===== config.mk =====
export PLATFORM = sky130hd
export DESIGN_NAME = muldiv_unit
export DESIGN_NICKNAME = d
export VERILOG_FILES = /design/src/rtl/rv32i_types.sv /design/src/rtl/muldiv_unit.sv
export SDC_FILE = /design/constraint.sdc
export NUM_CORES = 1
export LEC_CHECK = 0
export BUFFER_PORTS_ARGS = -buffer_cell sky130_fd_sc_hd__buf_2
export CAP_MARGIN = 0
export CORE_MARGIN = 2
export CORE_UTILIZATION = 45
export DETAILED_ROUTE_END_ITERATION = 10
export GPL_TIMING_DRIVEN = 1
export HOLD_SLACK_MARGIN = 0.1
export PLACE_DENSITY_LB_ADDON = 0.05
export SYNTH_ARGS = -nofsm -noshare
export SYNTH_HDL_FRONTEND = slang
export SYNTH_SLANG_ARGS = --single-unit
export TNS_END_PERCENT = 5

===== constraint.sdc =====
create_clock -name clk -period 7.5 [get_ports clk]
set_clock_uncertainty 0.05 [all_clocks]
set_input_delay 1.5 -clock clk [delete_from_list [all_inputs] [get_ports clk]]
set_output_delay 1.5 -clock clk [all_outputs]
set_load 0.1 [all_outputs]

===== src/rtl/rv32i_types.sv =====
// rv32i_types: shared type and constant definitions for the RV32I core datapath.
//
// Contents:
//   alu_ops          - ALU operation select (funct3-based) used by the EX stage
//   muldiv_ops       - M-extension operation select, funct3-encoded
//   muldiv_state_e   - state encoding of the iterative multiply/divide unit
//   DATA_W           - datapath width
//   MULDIV_ITERS     - shift-add / restoring-subtract steps per op
//   DIV_BY_ZERO      - quotient returned by div/divu when the divisor is zero
package rv32i_types;

    localparam int DATA_W       = 32;
    localparam int MULDIV_ITERS = 32;

    localparam logic [DATA_W-1:0] DIV_BY_ZERO = 32'hFFFF_FFFF;

    typedef enum logic [2:0] {
        ALU_ADD = 3'b000,
        ALU_SLL = 3'b001,
        ALU_SRA = 3'b010,
        ALU_SUB = 3'b011,
        ALU_XOR = 3'b100,
        ALU_SRL = 3'b101,
        ALU_OR  = 3'b110,
        ALU_AND = 3'b111
    } alu_ops;

    // Encoding matches funct3 of the M extension, so bit 2 selects divide
    // and, for divides, bit 1 selects remainder.
    typedef enum logic [2:0] {
        MD_MUL    = 3'b000,
        MD_MULH   = 3'b001,
        MD_MULHSU = 3'b010,
        MD_MULHU  = 3'b011,
        MD_DIV    = 3'b100,
        MD_DIVU   = 3'b101,
        MD_REM    = 3'b110,
        MD_REMU   = 3'b111
    } muldiv_ops;

    typedef enum logic [1:0] {
        IDLE = 2'b00,
        CALC = 2'b01,
        DONE = 2'b10
    } muldiv_state_e;

endpackage


===== src/rtl/muldiv_unit.sv =====
// muldiv_unit: iterative RV32M multiply/divide unit sitting beside the ALU in EX.
//
// Ports:
//   clk        in   rising-edge clock
//   rst        in   synchronous active-low reset
//   start      in   EX issues an M-extension op this cycle
//   flush      in   squash the in-flight op
//   muldiv_op  in   funct3-encoded operation
//   a, b       in   rs1 / rs2 operands after forwarding
//   busy       out  op in flight, stalls IF/ID/EX
//   done       out  one-cycle pulse, f valid
//   f          out  result, held until the next done
//
// Operands are reduced to magnitudes at accept; the unsigned core runs
// 32 steps and the sign is fixed up on the final step.
module muldiv_unit
    import rv32i_types::*;
(
    input  logic              clk,
    input  logic              rst,
    input  logic              start,
    input  logic              flush,
    input  muldiv_ops         muldiv_op,
    input  logic [DATA_W-1:0] a,
    input  logic [DATA_W-1:0] b,
    output logic              busy,
    output logic              done,
    output logic [DATA_W-1:0] f
);

    function automatic logic [DATA_W-1:0] neg32(input logic [DATA_W-1:0] x, input logic en);
        return en ? (~x + 32'd1) : x;
    endfunction

    function automatic logic [2*DATA_W-1:0] neg64(input logic [2*DATA_W-1:0] x, input logic en);
        return en ? (~x + 64'd1) : x;
    endfunction

    muldiv_state_e       state, state_next;
    muldiv_ops           op_r;
    logic                neg_r;
    logic [DATA_W-1:0]   ma_r, mb_r;
    logic [2*DATA_W-1:0] acc_r;
    logic [4:0]          cnt_r;
    logic [DATA_W-1:0]   f_r;

    logic load, step, commit_fast, commit_calc;

    // Accept-time decode: magnitudes, result sign and the fast-path cases.
    logic              a_sgn, b_sgn, a_neg, b_neg, is_div, fast;
    logic [DATA_W-1:0] ma_in, mb_in, fast_result;
    logic              neg_in;

    always_comb begin
        is_div      = muldiv_op[2];
        a_sgn       = (muldiv_op == MD_MUL) || (muldiv_op == MD_MULH) || (muldiv_op == MD_MULHSU) ||
                      (muldiv_op == MD_DIV) || (muldiv_op == MD_REM);
        b_sgn       = (muldiv_op == MD_MUL) || (muldiv_op == MD_MULH) ||
                      (muldiv_op == MD_DIV) || (muldiv_op == MD_REM);
        a_neg       = a_sgn && a[DATA_W-1];
        b_neg       = b_sgn && b[DATA_W-1];
        ma_in       = neg32(a, a_neg);
        mb_in       = neg32(b, b_neg);
        // Remainder takes the dividend's sign; everything else the XOR.
        neg_in      = (is_div && muldiv_op[1]) ? a_neg : (a_neg ^ b_neg);
        fast        = 1'b0;
        fast_result = '0;
        if (is_div && (b == '0)) begin
            fast        = 1'b1;
            fast_result = muldiv_op[1] ? a : DIV_BY_ZERO;
        end else if (((muldiv_op == MD_DIV) || (muldiv_op == MD_REM)) &&
                     (a == 32'h8000_0000) && (b == 32'hFFFF_FFFF)) begin
            fast        = 1'b1;
            fast_result = muldiv_op[1] ? 32'h0000_0000 : 32'h8000_0000;
        end
    end

    // One iteration of the unsigned core, plus the sign-fixed result that
    // would be committed if this is the last step.
    logic [DATA_W:0]     mul_sum;
    logic [DATA_W:0]     top;
    logic                ge;
    logic [DATA_W-1:0]   rem_sub, quo_rem, calc_result;
    logic [2*DATA_W-1:0] acc_step, prod_fix;

    always_comb begin
        mul_sum  = {1'b0, acc_r[63:32]} + (acc_r[0] ? {1'b0, ma_r} : 33'd0);
        top      = acc_r[63:31];
        ge       = (top >= {1'b0, mb_r});
        // Partial remainder stays below the divisor, so 32 bits suffice.
        rem_sub  = top[31:0] - mb_r;
        if (op_r[2]) begin
            acc_step = ge ? {rem_sub, acc_r[30:0], 1'b1} : {top[31:0], acc_r[30:0], 1'b0};
        end else begin
            acc_step = {mul_sum, acc_r[31:1]};
        end
        prod_fix = neg64(acc_step, neg_r);
        quo_rem  = op_r[1] ? acc_step[63:32] : acc_step[31:0];
        if (op_r[2]) begin
            calc_result = neg32(quo_rem, neg_r);
        end else if (op_r == MD_MUL) begin
            calc_result = prod_fix[31:0];
        end else begin
            calc_result = prod_fix[63:32];
        end
    end

    always_ff @(posedge clk) begin
        if (!rst) begin
            state <= IDLE;
        end else begin
            state <= state_next;
        end
    end

    always_comb begin
        state_next  = state;
        done        = 1'b0;
        load        = 1'b0;
        step        = 1'b0;
        commit_fast = 1'b0;
        commit_calc = 1'b0;
        busy        = (state != IDLE) || (start && !flush);
        case (state)
            IDLE: begin
                if (start && !flush) begin
                    load = 1'b1;
                    if (fast) begin
                        commit_fast = 1'b1;
                        state_next  = DONE;
                    end else begin
                        state_next  = CALC;
                    end
                end
            end
            CALC: begin
                if (flush) begin
                    state_next = IDLE;
                end else begin
                    step = 1'b1;
                    if (cnt_r == 5'(MULDIV_ITERS - 1)) begin
                        commit_calc = 1'b1;
                        state_next  = DONE;
                    end
                end
            end
            DONE: begin
                // Result is already committed, so a flush here cannot cancel it.
                done       = 1'b1;
                state_next = IDLE;
            end
            default: state_next = IDLE;
        endcase
    end

    always_ff @(posedge clk) begin
        if (!rst) begin
            op_r  <= MD_MUL;
            neg_r <= 1'b0;
            ma_r  <= '0;
            mb_r  <= '0;
            acc_r <= '0;
            cnt_r <= '0;
            f_r   <= '0;
        end else begin
            if (load) begin
                op_r  <= muldiv_op;
                neg_r <= neg_in;
                ma_r  <= ma_in;
                mb_r  <= mb_in;
                // Multiply shifts the multiplier out of the low half;
                // divide shifts the dividend out of it.
                acc_r <= {32'd0, (is_div ? ma_in : mb_in)};
                cnt_r <= '0;
            end else if (step) begin
                acc_r <= acc_step;
                cnt_r <= cnt_r + 5'd1;
            end
            if (commit_fast) begin
                f_r <= fast_result;
            end else if (commit_calc) begin
                f_r <= calc_result;
            end
        end
    end

    assign f = f_r;

endmodule


==> metrics.txt <==
# TYPE chip_impl_metric gauge
chip_impl_metric{name="met2_length",unit="mm"} 36.8
chip_impl_metric{name="areaGrowthSynthToFinish",unit="%"} 8.36
chip_impl_metric{name="fin_ws",unit="ns"} 1.06
chip_impl_metric{name="dpl_hpwl",unit="mm"} 67.2
chip_impl_metric{name="ff2ff_path_depth",unit=""} 18
chip_impl_metric{name="internal_power",unit="mW"} 1.87
chip_impl_metric{name="r2r_slack",unit="ns"} 1.06
chip_impl_info{name="root_buffer",value="clkbuf_16"} 1
chip_impl_metric{name="fillers",unit=""} 4138
chip_impl_metric{name="timing.hold.worst_path_depth",unit=""} 2
chip_impl_info{name="tritoncts",value="built"} 1
chip_impl_metric{name="cp_num_buf_inv",unit=""} 3
chip_impl_metric{name="wire_per_inst",unit="µm"} 28.1
chip_impl_metric{name="first_pass_grt_wire_length",unit="mm"} 126
chip_impl_metric{name="overall_die_height",unit="µm"} 203
chip_impl_info{name="r2r-end",value="f[22]"} 1
chip_impl_metric{name="ios",unit=""} 105
chip_impl_metric{name="dr_wl_met3",unit="mm"} 8.59
chip_impl_info{name="ys_dominant_reg_cell",value="dfxtp_1"} 1
chip_impl_info{name="cp-end-kind",value="register"} 1
chip_impl_info{name="cpLargestDelayFamily",value="compound AO/OA/AOI/OAI gates"} 1
chip_impl_metric{name="worst_ir_drop_vdd",unit="mV"} 0.169
chip_impl_metric{name="power.share.clock",unit="%"} 30.5
chip_impl_metric{name="finalNonFillerCells",unit=""} 3100
chip_impl_metric{name="die_x",unit="µm"} 203
chip_impl_metric{name="via_count",unit=""} 20895
chip_impl_metric{name="post_synth_instance_area",unit="mm²"} 0.0179
chip_impl_metric{name="power.combinational.fraction",unit="%"} 38.6
chip_impl_metric{name="final_cell_area",unit="mm²"} 0.0194
chip_impl_metric{name="drt_pre_antenna_iters",unit=""} 6
chip_impl_metric{name="fp.dieArea",unit="mm²"} 0.0414
chip_impl_metric{name="cap_viol_max_count",unit=""} 0
chip_impl_metric{name="portion_of_the_post_synthesis_area_used_by_sequential_elements",unit="%"} 19.1
chip_impl_metric{name="port_buffers",unit=""} 104
chip_impl_metric{name="cts.repair.resized",unit=""} 0
chip_impl_metric{name="cp.required",unit="ns"} 7.87
chip_impl_metric{name="power_switching",unit="mW"} 1.37
chip_impl_metric{name="mappedNetlistNets",unit=""} 2712
chip_impl_metric{name="post-cts-setup-buffers",unit=""} 0
chip_impl_metric{name="whs",unit="ns"} 0.417
chip_impl_info{name="topRoutingLayerUsed",value="met4"} 1
chip_impl_metric{name="power.total",unit="mW"} 3.24
chip_impl_metric{name="clock_latency",unit="ns"} 0.51
chip_impl_metric{name="worst_slew_pin_slew",unit="ns"} 1.26
chip_impl_info{name="startpoint",value="acc_r[0]"} 1
chip_impl_metric{name="arrival_time_of_the_worst_setup_path",unit="ns"} 6.80
chip_impl_metric{name="viasPerCell",unit=""} 6.74
chip_impl_metric{name="slowest_delay",unit="ns"} 0.79
chip_impl_info{name="critical_path.slowest_cell",value="a21oi_1"} 1
chip_impl_metric{name="yosys_warns",unit=""} 0
chip_impl_metric{name="grt_pass1_vias",unit=""} 18975
chip_impl_metric{name="globalplace.congestion",unit=""} 1.03
chip_impl_metric{name="gr-usage-all-layers",unit="%"} 41.4
chip_impl_metric{name="fp-row-count",unit=""} 73
chip_impl_metric{name="numCtsBuffers",unit=""} 17
chip_impl_metric{name="finalMaxSlewViolations",unit=""} 0
chip_impl_info{name="worstPathCellList",value="and2_1 -> ha_1 -> inv_1 -> fa_1 -> nand2b_1 -> a21oi_1 -> o21ai_0 -> a2111oi_0 -> buf_4 -> o21ai_0 -> xnor2_1 -> o21ai_1 -> nand4_1 -> buf_4 -> nor3_2 -> mux2_2 -> o221a_2 -> o32ai_1"} 1
chip_impl_metric{name="fmaxAchievable",unit="GHz"} 0.155
chip_impl_metric{name="wl_met1",unit="mm"} 35.7
chip_impl_info{name="rsz0062_at_grt",value="no"} 1
chip_impl_info{name="regToRegStartpoint",value="acc_r[0]"} 1
chip_impl_metric{name="critical_path_cell_count",unit=""} 18
chip_impl_metric{name="synth_edf_count",unit=""} 0
chip_impl_metric{name="post_route_cells_drive_above_1_share",unit="%"} 10.6
chip_impl_metric{name="utilization",unit="%"} 49.1
chip_impl_metric{name="total_leakage_power",unit="nW"} 7.53
chip_impl_metric{name="placedInstanceArea",unit="mm²"} 0.0188
chip_impl_metric{name="grt_start_max_net_pins",unit=""} 103
chip_impl_metric{name="setup_viol",unit=""} 0
chip_impl_metric{name="power.share.sequential",unit="%"} 30.9
chip_impl_metric{name="cts.clk_slew.worst_paths",unit="ns"} 0.07
chip_impl_metric{name="htreeDepth",unit=""} 4
chip_impl_metric{name="drt_total_wl",unit="mm"} 87.1
chip_impl_metric{name="clockBufferDepth",unit=""} 2
chip_impl_metric{name="worst_setup_timing_slack_at_the_placement_stage",unit="ns"} 1.36
chip_impl_info{name="nature_of_the_critical_path_startpoint",value="register"} 1
chip_impl_metric{name="synth-seq-cells",unit=""} 171
chip_impl_metric{name="asyncSetResetFlopFracSynth",unit="%"} 0
chip_impl_info{name="worst_setup_path_endpoint",value="f[22]"} 1
chip_impl_info{name="worstHoldPathType",value="reg2reg"} 1
chip_impl_metric{name="slew_headroom",unit="%"} 13.5
chip_impl_metric{name="ys_types",unit=""} 93
chip_impl_metric{name="net_switching_share_of_the_total_power",unit="%"} 42.4
chip_impl_info{name="most_frequent_standard_cell_in_the_layout_excluding_fill_and_tap_cells",value="nor2_1"} 1
chip_impl_info{name="critical_path_class",value="reg2reg"} 1
chip_impl_metric{name="finalCritPeriodShare",unit="%"} 85.8
chip_impl_metric{name="count_of_unresolved_drc_violations_after_routing",unit=""} 0
chip_impl_metric{name="finalSetupTns",unit="ns"} 0
chip_impl_metric{name="fin_crit",unit="ns"} 6.44
chip_impl_metric{name="design.final.nets",unit=""} 2705
chip_impl_info{name="outcome",value="completed"} 1
chip_impl_metric{name="avgSynthCellArea",unit="µm²"} 6.96
chip_impl_metric{name="start_util",unit="%"} 45.3
chip_impl_metric{name="cts.hold.buffers_added",unit=""} 0
chip_impl_metric{name="synthesis.instances",unit=""} 2568
chip_impl_metric{name="clkSinkCount",unit=""} 171
chip_impl_metric{name="power.density_cell_area",unit="mW/mm²"} 167
chip_impl_metric{name="globalRouteOverflowTotal",unit=""} 0
chip_impl_metric{name="finalHoldViolations",unit=""} 0
chip_impl_metric{name="critPathMaxFanout",unit=""} 14
chip_impl_metric{name="antenna_found_initial",unit=""} 2
chip_impl_metric{name="core_area",unit="mm²"} 0.0395
chip_impl_metric{name="drt_first_iter_violations",unit=""} 2850
chip_impl_info{name="layout_common_cells",value="283 x nor2_1, 282 x nand2_1, 213 x a21oi_1"} 1
chip_impl_metric{name="numPlacedInstances",unit=""} 3067
chip_impl_metric{name="antenna_violating_nets_post_route",unit=""} 0
## power groups by stage
stage	clock network, mW	logic (mW)	registers (mW)
final	0.989	1.25	1.00
after global routing	1.03	1.32	1.01
after CTS	1.00	1.20	1.00
after detailed placement	0	1.20	1.02
after global placement	0	1.19	1.02
after floorplan	0	0.785	0.996
## how the worst min path moves through the flow
stage / from / end / slack, ns
final: cnt_r[4] / cnt_r[4] / 0.42
after global routing: f[5] / f[5] / 0.43
after CTS: ma_r[31] / ma_r[31] / 0.42
after detailed placement: ma_r[31] / ma_r[31] / 0.41
after global placement: ma_r[31] / ma_r[31] / 0.40
after floorplan: ma_r[0] / ma_r[0] / 0.38
## metal layers
metal  vias up  GRT usage [%]
met2      1190           61.2
met1      9912           54.1
met3       253           9.33
met5         -              0
met4         0           26.9
li1       9540              -
## Yosys cell counts (all sizes together) (46+ instances only)
cell | count | area [µm²]
xor2 | 51 | 447
o21ai | 164 | 821
nand3 | 58 | 290
xnor2 | 79 | 692
nand2 | 283 | 1060
nor3 | 63 | 330
nor2 | 284 | 1070
a21oi | 213 | 1070
and2 | 55 | 344
mux2i | 52 | 521
nand4 | 46 | 294
a31oi | 57 | 357
a211oi | 105 | 793
clkbuf | 147 | 552
dfxtp | 171 | 3420
inv | 80 | 300
ha | 71 | 888
## sequential cells by signal, indices dropped and copies added (netlist names)
name / cells
state: 2
neg_r: 1
op_r: 3
cnt_r: 5
acc_r: 64
ma_r: 32
mb_r: 32
f: 32
## area by class of cell
type                       count  area, µm²  area share, %
tap                          525        657           3.39
clock buffer                  17        425           2.20
antenna                        1       2.50         0.0129
timing repair buffer         161        948           4.89
multi-input combinational   2128      13400           69.3
clock inverter                15        186          0.962
inverter                      82        309           1.59
sequential                   171       3430           17.7
## worst register-to-register path, delay by kind of cell, from the launching register on
kind	cells	cell delay, ns
xor+xnor	1	0.20
buf+inv	3	0.54
simple gates	4	1.07
flops	1	0.60
mux	1	0.39
fa+ha+maj	2	0.57
compound gates	7	2.93
## cell families after synthesis
| logic type | after synthesis | share of synthesized area (%) |
|---|---|---|
| flops | 171 | 19.1 |
| mux | 72 | 4.23 |
| buf+inv | 269 | 5.91 |
| xor+xnor | 130 | 6.37 |
| compound gates | 873 | 32.7 |
| simple gates | 980 | 26.5 |
| fa+ha+maj | 73 | 5.19 |
No activity file was read; power rests on OpenSTA's default activity.
